### config.mk
export PLATFORM = sky130hd
export DESIGN_NAME = cpu_sequencer
export DESIGN_NICKNAME = d
export VERILOG_FILES = /design/src/rtl/cpu_sequencer.sv
export SDC_FILE = /design/constraint.sdc
export NUM_CORES = 1
export LEC_CHECK = 0
export CORE_MARGIN = 2
export CORE_UTILIZATION = 25
export CTS_BUF_LIST = sky130_fd_sc_hd__clkbuf_4 sky130_fd_sc_hd__clkbuf_8
export DETAILED_ROUTE_END_ITERATION = 10
export PLACE_DENSITY = 0.54
export RECOVER_POWER = 25
export SLEW_MARGIN = 10
export SYNTH_ARGS = -nofsm -noshare
export SYNTH_HDL_FRONTEND = slang
export SYNTH_SLANG_ARGS = --single-unit
### constraint.sdc
create_clock -name clk -period 2.9 [get_ports clk]
set_clock_uncertainty 0.2 [all_clocks]
set_input_delay 0.58 -clock clk [delete_from_list [all_inputs] [get_ports clk]]
set_output_delay 0.58 -clock clk [all_outputs]
set_load 0.01 [all_outputs]
### src/rtl/cpu_sequencer.sv
// rtl/cpu_sequencer.sv - eight-phase instruction sequencer for a simple accumulator CPU
//
// Purpose: walks each instruction through phases P0..P7, decoding memory, PC,
// IR and accumulator control strobes from the current phase, the IR opcode and
// the ALU zero flag. It also counts retired instructions.
//
// Ports:
//   clk, rst_n          clock; asynchronous active-low reset
//   run                 start/resume request, honoured only in STOP or HALTED
//   opcode[2:0], zero   IR opcode field and accumulator-is-zero flag
//   sel, rd, ld_ir      address select (1 = PC), memory read, IR load
//   inc_pc, ld_pc       PC increment, PC load from IR address
//   ld_ac, wr, data_e   accumulator load, memory write, accumulator bus drive
//   halt, busy          halted indication, instruction cycle in progress
//   phase[2:0]          current phase index (0 when not busy)
//   instr_cnt[7:0]      retired-instruction count, wraps at 256
//
// Build option: define CPU_SEQUENCER_STEP_EN to return to STOP after every P7
// (single-step mode); by default execution is continuous until HLT.

module cpu_sequencer (
    input  logic       clk,
    input  logic       rst_n,
    input  logic       run,
    input  logic [2:0] opcode,
    input  logic       zero,
    output logic       sel,
    output logic       rd,
    output logic       ld_ir,
    output logic       inc_pc,
    output logic       ld_pc,
    output logic       ld_ac,
    output logic       wr,
    output logic       data_e,
    output logic       halt,
    output logic       busy,
    output logic [2:0] phase,
    output logic [7:0] instr_cnt
);

    localparam logic [2:0] OP_HLT = 3'd0;
    localparam logic [2:0] OP_SKZ = 3'd1;
    localparam logic [2:0] OP_ADD = 3'd2;
    localparam logic [2:0] OP_AND = 3'd3;
    localparam logic [2:0] OP_XOR = 3'd4;
    localparam logic [2:0] OP_LDA = 3'd5;
    localparam logic [2:0] OP_STO = 3'd6;
    localparam logic [2:0] OP_JMP = 3'd7;

    typedef enum logic [3:0] {
        S_STOP   = 4'd0,
        S_P0     = 4'd1,
        S_P1     = 4'd2,
        S_P2     = 4'd3,
        S_P3     = 4'd4,
        S_P4     = 4'd5,
        S_P5     = 4'd6,
        S_P6     = 4'd7,
        S_P7     = 4'd8,
        S_HALTED = 4'd9
    } state_t;

    state_t     state_q, state_d;
    logic [7:0] cnt_q, cnt_d;
    logic       alu_op;
    logic       is_hlt;

    assign alu_op = (opcode == OP_ADD) || (opcode == OP_AND) ||
                    (opcode == OP_XOR) || (opcode == OP_LDA);
    assign is_hlt = (opcode == OP_HLT);

    always_ff @(posedge clk or negedge rst_n) begin
        if (!rst_n) begin
            state_q <= S_STOP;
            cnt_q   <= 8'd0;
        end else begin
            state_q <= state_d;
            cnt_q   <= cnt_d;
        end
    end

    always_comb begin
        state_d = state_q;
        cnt_d   = cnt_q;
        sel     = 1'b0;
        rd      = 1'b0;
        ld_ir   = 1'b0;
        inc_pc  = 1'b0;
        ld_pc   = 1'b0;
        ld_ac   = 1'b0;
        wr      = 1'b0;
        data_e  = 1'b0;
        halt    = 1'b0;
        busy    = 1'b1;
        phase   = 3'd0;

        case (state_q)
            S_STOP: begin
                busy = 1'b0;
                if (run) state_d = S_P0;
            end
            S_P0: begin
                phase   = 3'd0;
                sel     = 1'b1;
                state_d = S_P1;
            end
            S_P1: begin
                phase   = 3'd1;
                sel     = 1'b1;
                rd      = 1'b1;
                state_d = S_P2;
            end
            S_P2: begin
                phase   = 3'd2;
                sel     = 1'b1;
                rd      = 1'b1;
                ld_ir   = 1'b1;
                state_d = S_P3;
            end
            S_P3: begin
                phase   = 3'd3;
                sel     = 1'b1;
                rd      = 1'b1;
                ld_ir   = 1'b1;
                state_d = S_P4;
            end
            S_P4: begin
                phase  = 3'd4;
                inc_pc = 1'b1;
                halt   = is_hlt;
                // A halting instruction retires here since it never reaches P7.
                if (is_hlt) begin
                    state_d = S_HALTED;
                    cnt_d   = cnt_q + 8'd1;
                end else begin
                    state_d = S_P5;
                end
            end
            S_P5: begin
                phase   = 3'd5;
                rd      = alu_op;
                state_d = S_P6;
            end
            S_P6: begin
                phase   = 3'd6;
                rd      = alu_op;
                // zero is looked at only here: the second increment skips the next word.
                inc_pc  = (opcode == OP_SKZ) && zero;
                ld_pc   = (opcode == OP_JMP);
                data_e  = (opcode == OP_STO);
                state_d = S_P7;
            end
            S_P7: begin
                phase  = 3'd7;
                rd     = alu_op;
                ld_ac  = alu_op;
                ld_pc  = (opcode == OP_JMP);
                wr     = (opcode == OP_STO);
                data_e = (opcode == OP_STO);
                cnt_d  = cnt_q + 8'd1;
`ifdef CPU_SEQUENCER_STEP_EN
                state_d = S_STOP;
`else
                state_d = S_P0;
`endif
            end
            S_HALTED: begin
                busy = 1'b0;
                halt = 1'b1;
                if (run) state_d = S_P0;
            end
            default: begin
                busy    = 1'b0;
                state_d = S_STOP;
            end
        endcase
    end

    assign instr_cnt = cnt_q;

endmodule

# Yosys cells after proc, flatten, opt, wreduce, memory -nomap -nowiden
# Cells that the tools add are included.
# totals
ff_bits,12
input_bits,7
# op_classes
n_addsub,1
n_eq_ne,18
muxes,16
n_reduce_logical,15
# op_table
cell,n
4-bit case mux with 9 select lines,1
3-bit case mux with 7 select lines,1
4-bit by 3-bit equality test with 1-bit output (second input constant),4
8-bit case mux with 2 select lines,1
3-bit equality test (second input constant),4
8-bit by 1-bit adder with 8-bit output (second input constant),1
4-bit by 2-bit equality test with 1-bit output (second input constant),2
4-bit equality test (second input constant),2
4-bit 2-to-1 mux,2
8-bit 2-to-1 mux,1
8-bit OR reduction,1
1-bit 2-to-1 mux,7
3-bit by 2-bit equality test with 1-bit output (second input constant),2
1-bit case mux with 2 select lines,3
2-bit OR reduction,3
3-bit OR reduction,2
4-bit by 1-bit equality test with 1-bit output (second input constant),1
4-bit zero test,1
4-bit OR reduction,1
3-bit by 1-bit equality test with 1-bit output (second input constant),1
3-bit zero test,1
1-bit logical OR,3
2-bit by 1-bit != test with 1-bit output (second input constant),1
2-bit != test (second input constant),1
3 further kinds,3

# Longest topological paths before layout
# logic_depth
depth_word,5
ltp_mapped,6

# Least setup slack after synthesis
# Ideal clock, no wire load.
# synth_path
path_kind,flip-flop to output port
start,register state_q[0]
end,output phase[1]
t_arrival_ns,1.277
t_required_ns,2.120
setup_slack_ns,0.843
path_stages_with_launch,6
n_path_buf,1
path_cell_list,dfrtp_1 buf_6 inv_2 or3_4 a21oi_2 nand2b_1
# synth_between
elab_chain_cells,2
elab_cells_between_ends,8
classes_between,eq/ne (7); mux (1)
# synth_rtl
item,line,rtl
start: declaration,63,"state_t state_q, state_d;"
start signal: assignment,77,state_q <= state_d;
"4-bit equality test, or another cell as far along",97,case (state_q)
3-bit case mux with 7 select lines (*),97,
end: declaration,37,"output logic [2:0] phase,"
# Every way passes the cells marked *; elsewhere a longest branch is shown, timed or not.

# Worst setup path in the final report
# layout_path
start,input opcode[0]
end,output halt
# layout_between
elab_chain_cells,2
# layout_rtl
item,line,rtl
start: declaration,25,"input logic [2:0] opcode,"
3-bit zero test,70,assign is_hlt = (opcode == OP_HLT);
1-bit case mux with 2 select lines,97,
end: declaration,35,"output logic halt,"
# No other way between the ends.

==> impl_metrics.csv <==
group,metric,value,unit
timing,finalCritPeriodShare,0.9712,
critical_path,cp-end-kind,"primary output",
critical_path,crit_type,"primary input to primary output",
finish,fillers,340,
hold_path,min_path_type,"flip-flop to flip-flop",
global_route,overflow,0,
pwr,total_leakage_power,0.5037,nW
pwr,pwr_density_cell,915.1,nW/µm²
die,fp.coreArea,3003,µm²
die,die_w,59.80,µm
yosys,ys_warn_count,0,
die,start_util,0.2592,
hold_path,hold_depth,1,
yosys,mappedNetlistArea,778.2,µm²
finish,final_net_count,124,
yosys,syn_area_per_cell,9.265,µm²
global_route,grt_usage,0.1082,
cts,htreeDepth,1,
yosys,synth_cells,84,
hold_path,whs_endpoint,"instr_cnt[7]",
critical_path,cp_max_fo,5,
critical_path,startpoint,"opcode[0]",
route,first_pass_iters,4,
cts,cts_num_sinks,12,
yosys,synth_fp_nets,92,
yosys,ys.flop_type,"dfrtp_1",
global_route,grt_first_pass_wirelength,3015,µm
job,maxCapViolations,0,
cts,clock_latency,0.26,ns
cts,path_clk_slew,0.07,ns
route,ant_nets,0,
global_route,grt_max_degree,13,
die,die_h,59.80,µm
pwr,total_power,0.001037,W
timing,max_freq,0.3551,GHz
finish,layout-drive-gt1-share,0.1652,
critical_path,r2r_end,"instr_cnt[1]",
yosys,ys_seq_area_frac,0.3859,
timing,setup_tns,0,ns
route,vias_per_cell,4.757,
hold_path,hp-start,"instr_cnt[7]",
die,rows,20,
route,route.detailed.drc,0,
placement,dpl.hpwl,1366,µm
timing,fin_crit,2.816,ns
critical_path,r2r-start,"state_q[3]",
cts,cts_setup_buffers,0,
global_route,antenna_found_initial,0,
timing,setup_viol,0,
timing,finalMaxSlewViolations,0,
die,dieArea,3575,µm²
cts,cts_hold_buffers,0,
finish,diodes,0,
pwr,peakVddDrop,0.4465,mV
yosys,async_reset_ff_frac,1.000,
route,routedWlPerCell,12.14,µm
finish,fin_util,0.3775,
placement,globalplace.congestion,0.7211,
critical_path,cp-start-kind,"primary input",
global_route,first_global_vias,681,
route,routed_wirelength,1797,µm
yosys,synth_cell_types,33,
placement,numPortBuffers,27,
cts,cts_tree,"built",
outcome,outcome,"complete, no violations",
timing,worst_pin_slew,0.5293,ns
placement,postPlaceCellArea,1089,µm²
critical_path,crit_required,2.12,ns
route,vias,704,
cts,cts_made_buffers,3,
critical_path,rrSetupSlack,1.05,ns
route,drt_iter0_markers,9,
finish,areaGrowthSynthToFinish,45.66,%
timing,rsz0062_at_grt,"false",
critical_path,rr_worst_depth,3,
critical_path,cp_data_arrival_time,2.04,ns
yosys,ys_seq_elements,12,
finish,design_area,1134,µm²
timing,relSlewSlack,0.6460,
timing,hold_viol,0,
cts,clockBufferDepth,2,
cts,clockRootBuffer,"clkbuf_4",
yosys,synth_edf_count,0,
die,io-pin-count,28,
[final cells by class]
cell class              count  area [µm²]  share of cell area
clock buffers               4       36.28             0.03201
inverters                   2       7.507            0.006623
multi-input cells          65       434.2              0.3830
flip-flops and latches     12       304.0              0.2682
well taps                  33       41.29             0.03642
repair buffers             32       310.3              0.2737
[power by group]
part / total (W) / leakage, nW / internal [W] / switching [W]
logic: 0.000595 / 0.328 / 0.000332 / 0.000262
clock network: 0.000127 / 0.0210 / 0.0000762 / 0.0000508
registers: 0.000316 / 0.155 / 0.000217 / 0.0000988
[synthesized netlist by cell type, types with 2 or more instances]
cell | count | area share
nor3_1 | 3 | 0.019
o21ai_0 | 3 | 0.019
nand3_1 | 3 | 0.019
and3_1 | 2 | 0.016
buf_6 | 2 | 0.029
nor2_1 | 8 | 0.039
xnor2_1 | 7 | 0.079
nand4_1 | 3 | 0.024
xor2_1 | 3 | 0.034
a21oi_1 | 8 | 0.051
dfrtp_1 | 12 | 0.39
nand2_1 | 8 | 0.039
nand2b_1 | 2 | 0.016
[through the flow]
step                setup slack [ns]  hold WS (ns)  std cells
finish                       0.08359        0.2821        148
global route                0.007555        0.2901        148
CTS                          0.06468        0.2858        148
detailed placement          -0.06923        0.2753        144
global placement            -0.04506        0.2698        144
floorplan                     0.8434       0.08441         84
[per-layer routing]
metal | wire, µm | track usage | vias up | part of all wire
met5 | 0 | 0 | - | 0
met4 | 0 | 0.03810 | 0 | 0
met3 | 115 | 0.01299 | 0 | 0.064
met2 | 793 | 0.1568 | 27 | 0.44
met1 | 889 | 0.1642 | 321 | 0.49
li1 | - | - | 356 | -
[state kept, by name (all words and copies together), names as in the netlist]
name and flops:
state_q 4, instr_cnt 8
[kinds of logic after synthesis]
family | synth area share
xor gates and xnor gates | 0.1125
adders and majority gates | 0.01607
muxes | 0.01929
and+or+nand+nor | 0.2846
DFF | 0.3859
AOI/OAI and AO/OA | 0.1222
buffers and inverters | 0.05947
[critical path, cell delays in order]
cell and delay (ns):
clkdlybuf4s50_1 0.51, nor3_4 0.17, a21oi_1 0.11, nor2_1 0.11, clkdlybuf4s50_1 0.56
[worst max path at each step]
| stage | end | slack [ns] | cells past startpoint |
|---|---|---|---|
| 6_report | halt | 0.08 | 5 |
| 5_1_grt | phase[1] | 0.008 | 5 |
| 4_1_cts | ld_pc | 0.06 | 4 |
| 3_5_place_dp | rd | -0.07 | 6 |
| 3_3_place_gp | rd | -0.05 | 6 |
| 2_1_floorplan | phase[1] | 0.84 | 5 |
[what timing repair did]
action | in CTS | in global routing
resized for setup | 5 | 3
pin swaps | 0 | 1
endpoints found under the setup margin | 5 | 6
[cell usage in the layout, fill, tap and decap left out, drive strengths merged]
cell type and count:
a21oi 9, a31oi 1, a41o 1, and2b 1, and3 2, and4 1
buf 5, clkbuf 4, clkdlybuf4s50 22, dfrtp 12, dlygate4sd2 2, dlygate4sd3 1
dlymetal6s2s 2, ha 1, inv 2, mux2 1, nand2 8, nand2b 2
nand3 3, nand4 3, nor2 8, nor2b 1, nor3 4, nor3b 1
nor4b 1, o21ai 3, o22ai 1, o32ai 1, or2 1, or3 1
xnor2 7, xor2 3
Power figures use the tool's default switching activity.
